**config.mk**
```make
export PLATFORM = sky130hd
export DESIGN_NAME = block_spawner
export DESIGN_NICKNAME = d
export VERILOG_FILES = /design/src/rtl/game_pkg.sv /design/src/rtl/lfsr10.sv /design/src/rtl/block_spawner.sv
export SDC_FILE = /design/constraint.sdc
export NUM_CORES = 1
export LEC_CHECK = 0
export BUFFER_PORTS_ARGS = -buffer_cell sky130_fd_sc_hd__buf_2
export CORE_MARGIN = 3
export CORE_UTILIZATION = 30
export DETAILED_ROUTE_END_ITERATION = 6
export PLACE_DENSITY = 0.58
export SKIP_LAST_GASP = 1
export SLEW_MARGIN = 20
export SYNTH_ARGS = -nofsm -noshare
export SYNTH_HDL_FRONTEND = slang
export SYNTH_SLANG_ARGS = --single-unit
```
**constraint.sdc**
```tcl
create_clock -name Clk -period 7.9 [get_ports Clk]
set_input_delay 0.395 -clock Clk [delete_from_list [all_inputs] [get_ports Clk]]
set_output_delay 0.395 -clock Clk [all_outputs]
set_load 0.01 [all_outputs]
```
**src/rtl/game_pkg.sv**
```systemverilog
`timescale 1ns/1ps
`default_nettype none
//==============================================================================
// Module      : game_pkg
// Description : Types and playfield geometry shared by the block spawner and
//               the colour mapper. Holds the spawner FSM encoding, playfield
//               limits, the LFSR seed and the spawn X-offset fold helper.
// Revision    : 1.0 - initial release
//==============================================================================
package game_pkg;

    typedef enum logic [1:0] {
        IDLE       = 2'd0,
        WAIT_FRAME = 2'd1,
        MOVE       = 2'd2,
        SPAWN      = 2'd3
    } state_t;

    localparam int PLAY_X_MIN = 150;
    localparam int PLAY_X_MAX = 490;
    localparam int Y_BOTTOM   = 479;

    localparam logic [9:0] LFSR_SEED    = 10'h2A5;
    localparam logic [8:0] X_FOLD_LIMIT = 9'd332;

    // Map a 9-bit random value onto 0..332. Values above the limit are folded
    // down by 256 so the result always fits the playfield width.
    function automatic logic [9:0] x_offset(input logic [8:0] rnd);
        logic [8:0] r;
        r = (rnd <= X_FOLD_LIMIT) ? rnd : (rnd - 9'd256);
        return {1'b0, r};
    endfunction

endpackage
`default_nettype wire

```
**src/rtl/lfsr10.sv**
```systemverilog
`timescale 1ns/1ps
`default_nettype none
//==============================================================================
// Module      : lfsr10
// Description : 10-bit Fibonacci LFSR (x^10 + x^7 + 1), free running, one step
//               per clock. Maximal length, so the all-zero state never occurs.
// Ports       : clk    - clock
//               rst_n  - asynchronous active-low reset (loads the seed)
//               o_rnd  - low 9 bits of the LFSR state
// Revision    : 1.0 - initial release
//==============================================================================
module lfsr10
    import game_pkg::*;
(
    input  logic       clk,
    input  logic       rst_n,
    output logic [8:0] o_rnd
);

    logic [9:0] r_q;

    always_ff @(posedge clk or negedge rst_n) begin
        if (!rst_n) begin
            r_q <= LFSR_SEED;
        end else begin
            r_q <= {r_q[8:0], r_q[9] ^ r_q[6]};
        end
    end

    assign o_rnd = r_q[8:0];

endmodule
`default_nettype wire

```
**src/rtl/block_spawner.sv**
```systemverilog
`timescale 1ns/1ps
`default_nettype none
//==============================================================================
// Module      : block_spawner
// Description : Manages NUM_BLOCKS falling blocks. Once per frame (synchronised
//               rising edge of frame_clk) every active slot is moved down one at
//               a time, slots reaching the bottom are retired, and a new block
//               may be spawned at a pseudo-random X in the lowest free slot.
// Ports       : Clk, Reset_n     - clock, asynchronous active-low reset
//               frame_clk        - vsync-rate pulse, asynchronous to Clk
//               level_one/_two   - level select (level two has priority)
//               hit[i]           - clear slot i
//               BlockX/BlockY    - packed 10-bit left/top edge per slot
//               Block_size       - packed 10-bit extent per slot (constant)
//               block_ready[i]   - slot i active
// Revision    : 1.0 - initial release
//==============================================================================
module block_spawner
    import game_pkg::*;
#(
    parameter int NUM_BLOCKS      = 10,
    parameter int BLOCK_SIZE      = 8,
    parameter int SPAWN_PERIOD_L1 = 60,
    parameter int SPAWN_PERIOD_L2 = 30,
    parameter int SPEED_L1        = 1,
    parameter int SPEED_L2        = 2,
    parameter int PLAY_X_MIN      = game_pkg::PLAY_X_MIN,
    parameter int PLAY_X_MAX      = game_pkg::PLAY_X_MAX,
    parameter int Y_BOTTOM        = game_pkg::Y_BOTTOM
) (
    input  logic                     Clk,
    input  logic                     Reset_n,
    input  logic                     frame_clk,
    input  logic                     level_one,
    input  logic                     level_two,
    input  logic [NUM_BLOCKS-1:0]    hit,
    output logic [10*NUM_BLOCKS-1:0] BlockX,
    output logic [10*NUM_BLOCKS-1:0] BlockY,
    output logic [10*NUM_BLOCKS-1:0] Block_size,
    output logic [NUM_BLOCKS-1:0]    block_ready
);

    localparam int c_IDX_W = (NUM_BLOCKS > 1) ? $clog2(NUM_BLOCKS) : 1;
    localparam int c_CNT_W = 16;

    localparam logic [c_IDX_W-1:0] c_LAST_IDX   = c_IDX_W'(NUM_BLOCKS - 1);
    localparam logic [c_CNT_W-1:0] c_PER_L1_M1  = c_CNT_W'(SPAWN_PERIOD_L1 - 1);
    localparam logic [c_CNT_W-1:0] c_PER_L2_M1  = c_CNT_W'(SPAWN_PERIOD_L2 - 1);
    localparam logic [9:0]         c_SPEED_L1   = 10'(SPEED_L1);
    localparam logic [9:0]         c_SPEED_L2   = 10'(SPEED_L2);
    localparam logic [9:0]         c_BLOCK_SZ   = 10'(BLOCK_SIZE);
    localparam logic [9:0]         c_Y_BOTTOM   = 10'(Y_BOTTOM);
    localparam logic [9:0]         c_X_MIN      = 10'(PLAY_X_MIN);
    localparam logic [9:0]         c_X_LIMIT    = 10'(PLAY_X_MAX - BLOCK_SIZE);

    // frame_clk synchroniser (2 flops) plus edge-detect delay flop
    logic r_fc_s1;
    logic r_fc_s2;
    logic r_fc_d;
    logic w_frame_tick;

    state_t r_state;
    state_t w_state_nxt;

    logic [c_IDX_W-1:0]    r_idx;
    logic [c_CNT_W-1:0]    r_cnt;
    logic [NUM_BLOCKS-1:0] r_ready;
    logic [9:0]            r_x [NUM_BLOCKS];
    logic [9:0]            r_y [NUM_BLOCKS];

    logic                  w_level_any;
    logic [9:0]            w_speed;
    logic [c_CNT_W-1:0]    w_period_m1;
    logic [9:0]            w_cur_y;
    logic                  w_retire;
    logic                  w_free_found;
    logic [c_IDX_W-1:0]    w_free_idx;
    logic [8:0]            w_rnd;
    logic [9:0]            w_spawn_x_raw;
    logic [9:0]            w_spawn_x;

    //--------------------------------------------------------------------------
    // Frame tick
    //--------------------------------------------------------------------------
    always_ff @(posedge Clk or negedge Reset_n) begin
        if (!Reset_n) begin
            r_fc_s1 <= 1'b0;
            r_fc_s2 <= 1'b0;
            r_fc_d  <= 1'b0;
        end else begin
            r_fc_s1 <= frame_clk;
            r_fc_s2 <= r_fc_s1;
            r_fc_d  <= r_fc_s2;
        end
    end

    assign w_frame_tick = r_fc_s2 & ~r_fc_d;

    //--------------------------------------------------------------------------
    // Random source
    //--------------------------------------------------------------------------
    lfsr10 u_lfsr (
        .clk   (Clk),
        .rst_n (Reset_n),
        .o_rnd (w_rnd)
    );

    // Clamp only matters if the playfield parameters are narrowed below the
    // fold range; with the default geometry it never engages.
    assign w_spawn_x_raw = c_X_MIN + x_offset(w_rnd);
    assign w_spawn_x     = (w_spawn_x_raw > c_X_LIMIT) ? c_X_LIMIT : w_spawn_x_raw;

    //--------------------------------------------------------------------------
    // Level-dependent parameters
    //--------------------------------------------------------------------------
    assign w_level_any = level_one | level_two;
    assign w_speed     = level_two ? c_SPEED_L2  : c_SPEED_L1;
    assign w_period_m1 = level_two ? c_PER_L2_M1 : c_PER_L1_M1;

    // Retire test on the slot being moved; all terms 10-bit, max sum 480.
    assign w_cur_y  = r_y[r_idx];
    assign w_retire = (w_cur_y + w_speed + c_BLOCK_SZ) > c_Y_BOTTOM;

    // Lowest-index free slot: scan high to low so the lowest match wins.
    always_comb begin
        w_free_found = 1'b0;
        w_free_idx   = '0;
        for (int i = NUM_BLOCKS - 1; i >= 0; i--) begin
            if (!r_ready[i]) begin
                w_free_found = 1'b1;
                w_free_idx   = c_IDX_W'(i);
            end
        end
    end

    //--------------------------------------------------------------------------
    // FSM
    //--------------------------------------------------------------------------
    always_ff @(posedge Clk or negedge Reset_n) begin
        if (!Reset_n) begin
            r_state <= IDLE;
        end else begin
            r_state <= w_state_nxt;
        end
    end

    always_comb begin
        w_state_nxt = r_state;
        if (!w_level_any) begin
            w_state_nxt = IDLE;
        end else begin
            case (r_state)
                IDLE:       w_state_nxt = WAIT_FRAME;
                WAIT_FRAME: if (w_frame_tick) w_state_nxt = MOVE;
                MOVE:       if (r_idx == c_LAST_IDX) w_state_nxt = SPAWN;
                SPAWN:      w_state_nxt = WAIT_FRAME;
                default:    w_state_nxt = IDLE;
            endcase
        end
    end

    //--------------------------------------------------------------------------
    // Slot datapath. All slot state lives in one process with one async reset,
    // so a reset mid-frame never exposes a half-updated slot.
    //--------------------------------------------------------------------------
    always_ff @(posedge Clk or negedge Reset_n) begin
        if (!Reset_n) begin
            r_ready <= '0;
            r_cnt   <= '0;
            r_idx   <= '0;
            for (int i = 0; i < NUM_BLOCKS; i++) begin
                r_x[i] <= '0;
                r_y[i] <= '0;
            end
        end else if (!w_level_any) begin
            r_ready <= '0;
        end else begin
            // Hits clear in every state; the later assignments below only
            // touch the moved slot (skipped when hit) or a slot that was free.
            r_ready <= r_ready & ~hit;
            case (r_state)
                IDLE: begin
                    r_cnt <= '0;
                end
                WAIT_FRAME: begin
                    if (w_frame_tick) begin
                        r_idx <= '0;
                    end
                end
                MOVE: begin
                    if (r_ready[r_idx] && !hit[r_idx]) begin
                        if (w_retire) begin
                            r_ready[r_idx] <= 1'b0;
                        end else begin
                            r_y[r_idx] <= w_cur_y + w_speed;
                        end
                    end
                    r_idx <= r_idx + c_IDX_W'(1);
                end
                SPAWN: begin
                    if (r_cnt == '0) begin
                        if (w_free_found) begin
                            r_ready[w_free_idx] <= 1'b1;
                            r_x[w_free_idx]     <= w_spawn_x;
                            r_y[w_free_idx]     <= '0;
                        end
                        r_cnt <= w_period_m1;
                    end else begin
                        r_cnt <= r_cnt - c_CNT_W'(1);
                    end
                end
                default: begin
                    r_cnt <= '0;
                end
            endcase
        end
    end

    //--------------------------------------------------------------------------
    // Outputs
    //--------------------------------------------------------------------------
    assign block_ready = r_ready;

    for (genvar g = 0; g < NUM_BLOCKS; g++) begin : g_out
        assign BlockX[g*10 +: 10]     = r_x[g];
        assign BlockY[g*10 +: 10]     = r_y[g];
        assign Block_size[g*10 +: 10] = c_BLOCK_SZ;
    end

endmodule
`default_nettype wire

```
==> flow_summary.ini <==
[global_route]
grt_pass1_vias = 9944
grt_overflow_total = 0
grtUsageTotal = 0.180
grt_pass1_wl_mm = 62.7
grt_antenna_before_repair = 4
grt_max_degree = 169

[worst_setup_path]
crit_chain = mux4_2 -> mux2i_1 -> o22ai_1 -> ha_1 -> a21oi_1 -> nor2_1 -> xnor2_1 -> buf_4 -> ha_1 -> inv_1 -> o32a_1 -> a221o_1 -> o21a_1 -> buf_4 -> o21ai_1 -> buf_4 -> o2bb2ai_1
required_ns = 8.35
path_max_fanout = 24
path_common_cell = buf_4
setup.worst_path.class = reg2reg
cp_num_buf_inv = 4
r2r_slack_ns = 1.92
crit_slowest_cell = dfrtp_2
crit_arrival_ns = 6.43
cpPeakStageDelay_ns = 0.86
critPathLaunchType = register
critPathTopFamily = compound AO/OA/AOI/OAI gates
end_kind = register

[routing]
drc = 0
routedWlPerCell_microns = 21.1
wl_mm = 41.1
drt-initial-drc-count = 837
vias_per_cell = 5.18
via_count = 10100
drtAntennaViolNets = 0
dr.pass1.iters = 5

[sta]
finalCritPeriodShare = 0.757
setup-tns-final_ns = 0
setup_viol = 0
maxSlewHeadroom = 0.201
rsz0062_at_grt = false
fin_crit_ns = 5.98
finClkSkew_ns = 0.0264
holdWs_ns = 0.187
worstMarginPinSlew_ns = 1.20
finalMaxSlewViolations = 0
hold_viol = 0
max_freq_mhz = 167

[synthesis]
synth.top_cells.by_area = dfrtp_1 48%, buf_4 6.1%, nand2_1 4.2%
yosysSeqAreaShare = 0.487
ys_types = 77
ys_warn_count = 0
netlist.area_leader.share = 0.477
synth.avg_cell_area_sq_um = 10.5
syn_inst = 1196
synth.cell_area_sq_mm = 0.0126
synthArstFlopShare = 1.00
synth_area_leader_cell = dfrtp_1
ys_ff_latch = 245
synth-main-ff-cell = dfrtp_1
synth-edff-count = 0

[status]
status = finished, final reports clean

[worst_hold_path]
hp-class = in2reg

[power]
combPwrFrac = 0.270
peakVddDrop_uv = 163
p_int_mw = 2.45
p_switching_mw = 1.32
power_leakage_nw = 7.15
power-per-cell-area_mw_per_mm2 = 255
p_clk_frac = 0.345
power_frac_seq = 0.384
swShare = 0.351

[clock_tree]
cts.sinks = 245
cts_max_path_buffers = 3
root_buffer = clkbuf_16
post_cts_buffers = 0
tritoncts = done
clkTransAtPathRegs_ns = 0.06
cts_made_buffers = 28
ctsHtreeMaxLevel = 1
clk_latency_ns = 0.58

[job]
max_cap_violations = 0

[place]
post-dp-hpwl_mm = 30.1
placed_cells = 1901
gp_congestion = 0.885
io_buffers = 224

[floorplanning]
num_io_pins = 325
die_y_microns = 211
rows = 74
die_area_sq_mm = 0.0445
start_util = 0.306
die_width_microns = 211
core_region_area_sq_mm = 0.0411

[cells_and_area]
drive_above_1_share = 0.247
fill_cells = 4163
area_growth_pct = 17.4
final_common_cell = dfrtp_1
layout_common_cells = 238 x dfrtp_1, 223 x buf_2, 142 x nand2_1
fin_cells = 1954
fin_nets = 1430
antennaDiodeCount = 0
[cell type report]
| cell class | count | area (sq um) | share of cell area |
|---|---|---|---|
| clock buffers | 41 | 831 | 0.0562 |
| clock inverters | 10 | 82.6 | 0.00559 |
| inverters | 30 | 113 | 0.00762 |
| multi-input cells | 853 | 5660 | 0.383 |
| flip-flops and latches | 245 | 6140 | 0.415 |
| well taps | 532 | 666 | 0.0450 |
| repair buffers | 243 | 1290 | 0.0873 |
[power groups by stage]
stage | sequential [mW] | combinational (mW) | clock [mW]
floorplan | 1.44 | 0.748 | 0
global placement | 1.47 | 1.00 | 0
detailed placement | 1.47 | 1.01 | 0
CTS | 1.45 | 1.02 | 1.33
global route | 1.46 | 1.11 | 1.38
finish | 1.45 | 1.02 | 1.30
[sequential cells by signal (all words and copies together), names as in the netlist]
name / count
BlockY: 100
r_idx: 4
BlockX: 100
r_cnt: 16
r_state: 2
r_fc_s2: 1
block_ready: 10
r_fc_s1: 1
u_lfsr.r_q: 10
r_fc_d: 1
[path summary, 6_finish.rpt]
check / from / endpoint / cells past startpoint
max: r_idx[0] / BlockY[70] / 17
max reg2reg: r_idx[0] / BlockY[70] / 17
min in group asynchronous: Reset_n / BlockY[36] / 2
min reg2reg: r_fc_s1 / r_fc_s2 / 0
min: hit[9] / block_ready[9] / 3
max in group asynchronous: Reset_n / BlockX[35] / 3
[timing repair]
item	CTS	global route
resized for setup	0	0
endpoints found under the hold margin	78	0
hold buffers	2	0
[synthesized netlist by cell type, types with 14 or more instances]
cell         n
a21oi_1     23
mux4_2      17
o2bb2ai_1   22
clkbuf_1    34
and2_1      23
nor3_1      18
mux2i_1     32
xnor2_1     17
a32o_1      30
dfrtp_1    240
buf_4      102
o21ai_0     95
nand2b_1    14
a22o_1      53
nor2_1      62
inv_1       28
nand2_1    142
[through the flow]
| stage | area, sq um | total power, mW | utilization | setup WS, ns |
|---|---|---|---|---|
| floorplan | 13000 | 2.18 | - | 2.52 |
| global placement | 13800 | 2.47 | 0.337 | 2.12 |
| detailed placement | 13800 | 2.48 | 0.337 | 2.02 |
| CTS | 14800 | 3.79 | 0.360 | 1.99 |
| global route | 14800 | 3.96 | 0.360 | 1.55 |
| finish | 14800 | 3.77 | 0.360 | 1.92 |
[kinds of logic after synthesis]
| logic type | after synthesis | share of synthesized area |
|---|---|---|
| other | 2 | 0.000596 |
| xor gates and xnor gates | 24 | 0.0167 |
| muxes | 60 | 0.0657 |
| DFF | 245 | 0.487 |
| buffers and inverters | 196 | 0.0925 |
| adders and majority gates | 14 | 0.0145 |
| AOI/OAI and AO/OA | 314 | 0.190 |
| and+or+nand+nor | 341 | 0.133 |
[layer usage]
layer  wire [microns]  share of wire  global-route usage  vias to the layer above
met1            17400           0.42               0.245                     5028
met5               89         0.0022                   0                        -
li1                 -              -                   -                     4515
met3             3830          0.093              0.0477                       65
met4              901          0.022              0.0416                        8
met2            18900           0.46               0.288                      500
[worst reg2reg max path, cell delays in order, from the launching register on]
cell and delay (ns):
dfrtp_2 0.86, mux4_2 0.59, mux2i_1 0.21, o22ai_1 0.17, ha_1 0.37, a21oi_1 0.31
nor2_1 0.21, xnor2_1 0.23, buf_4 0.21, ha_1 0.25, inv_1 0.08, o32a_1 0.38
a221o_1 0.31, o21a_1 0.43, buf_4 0.31, o21ai_1 0.54, buf_4 0.30, o2bb2ai_1 0.08
Power figures use the tool's default switching activity.
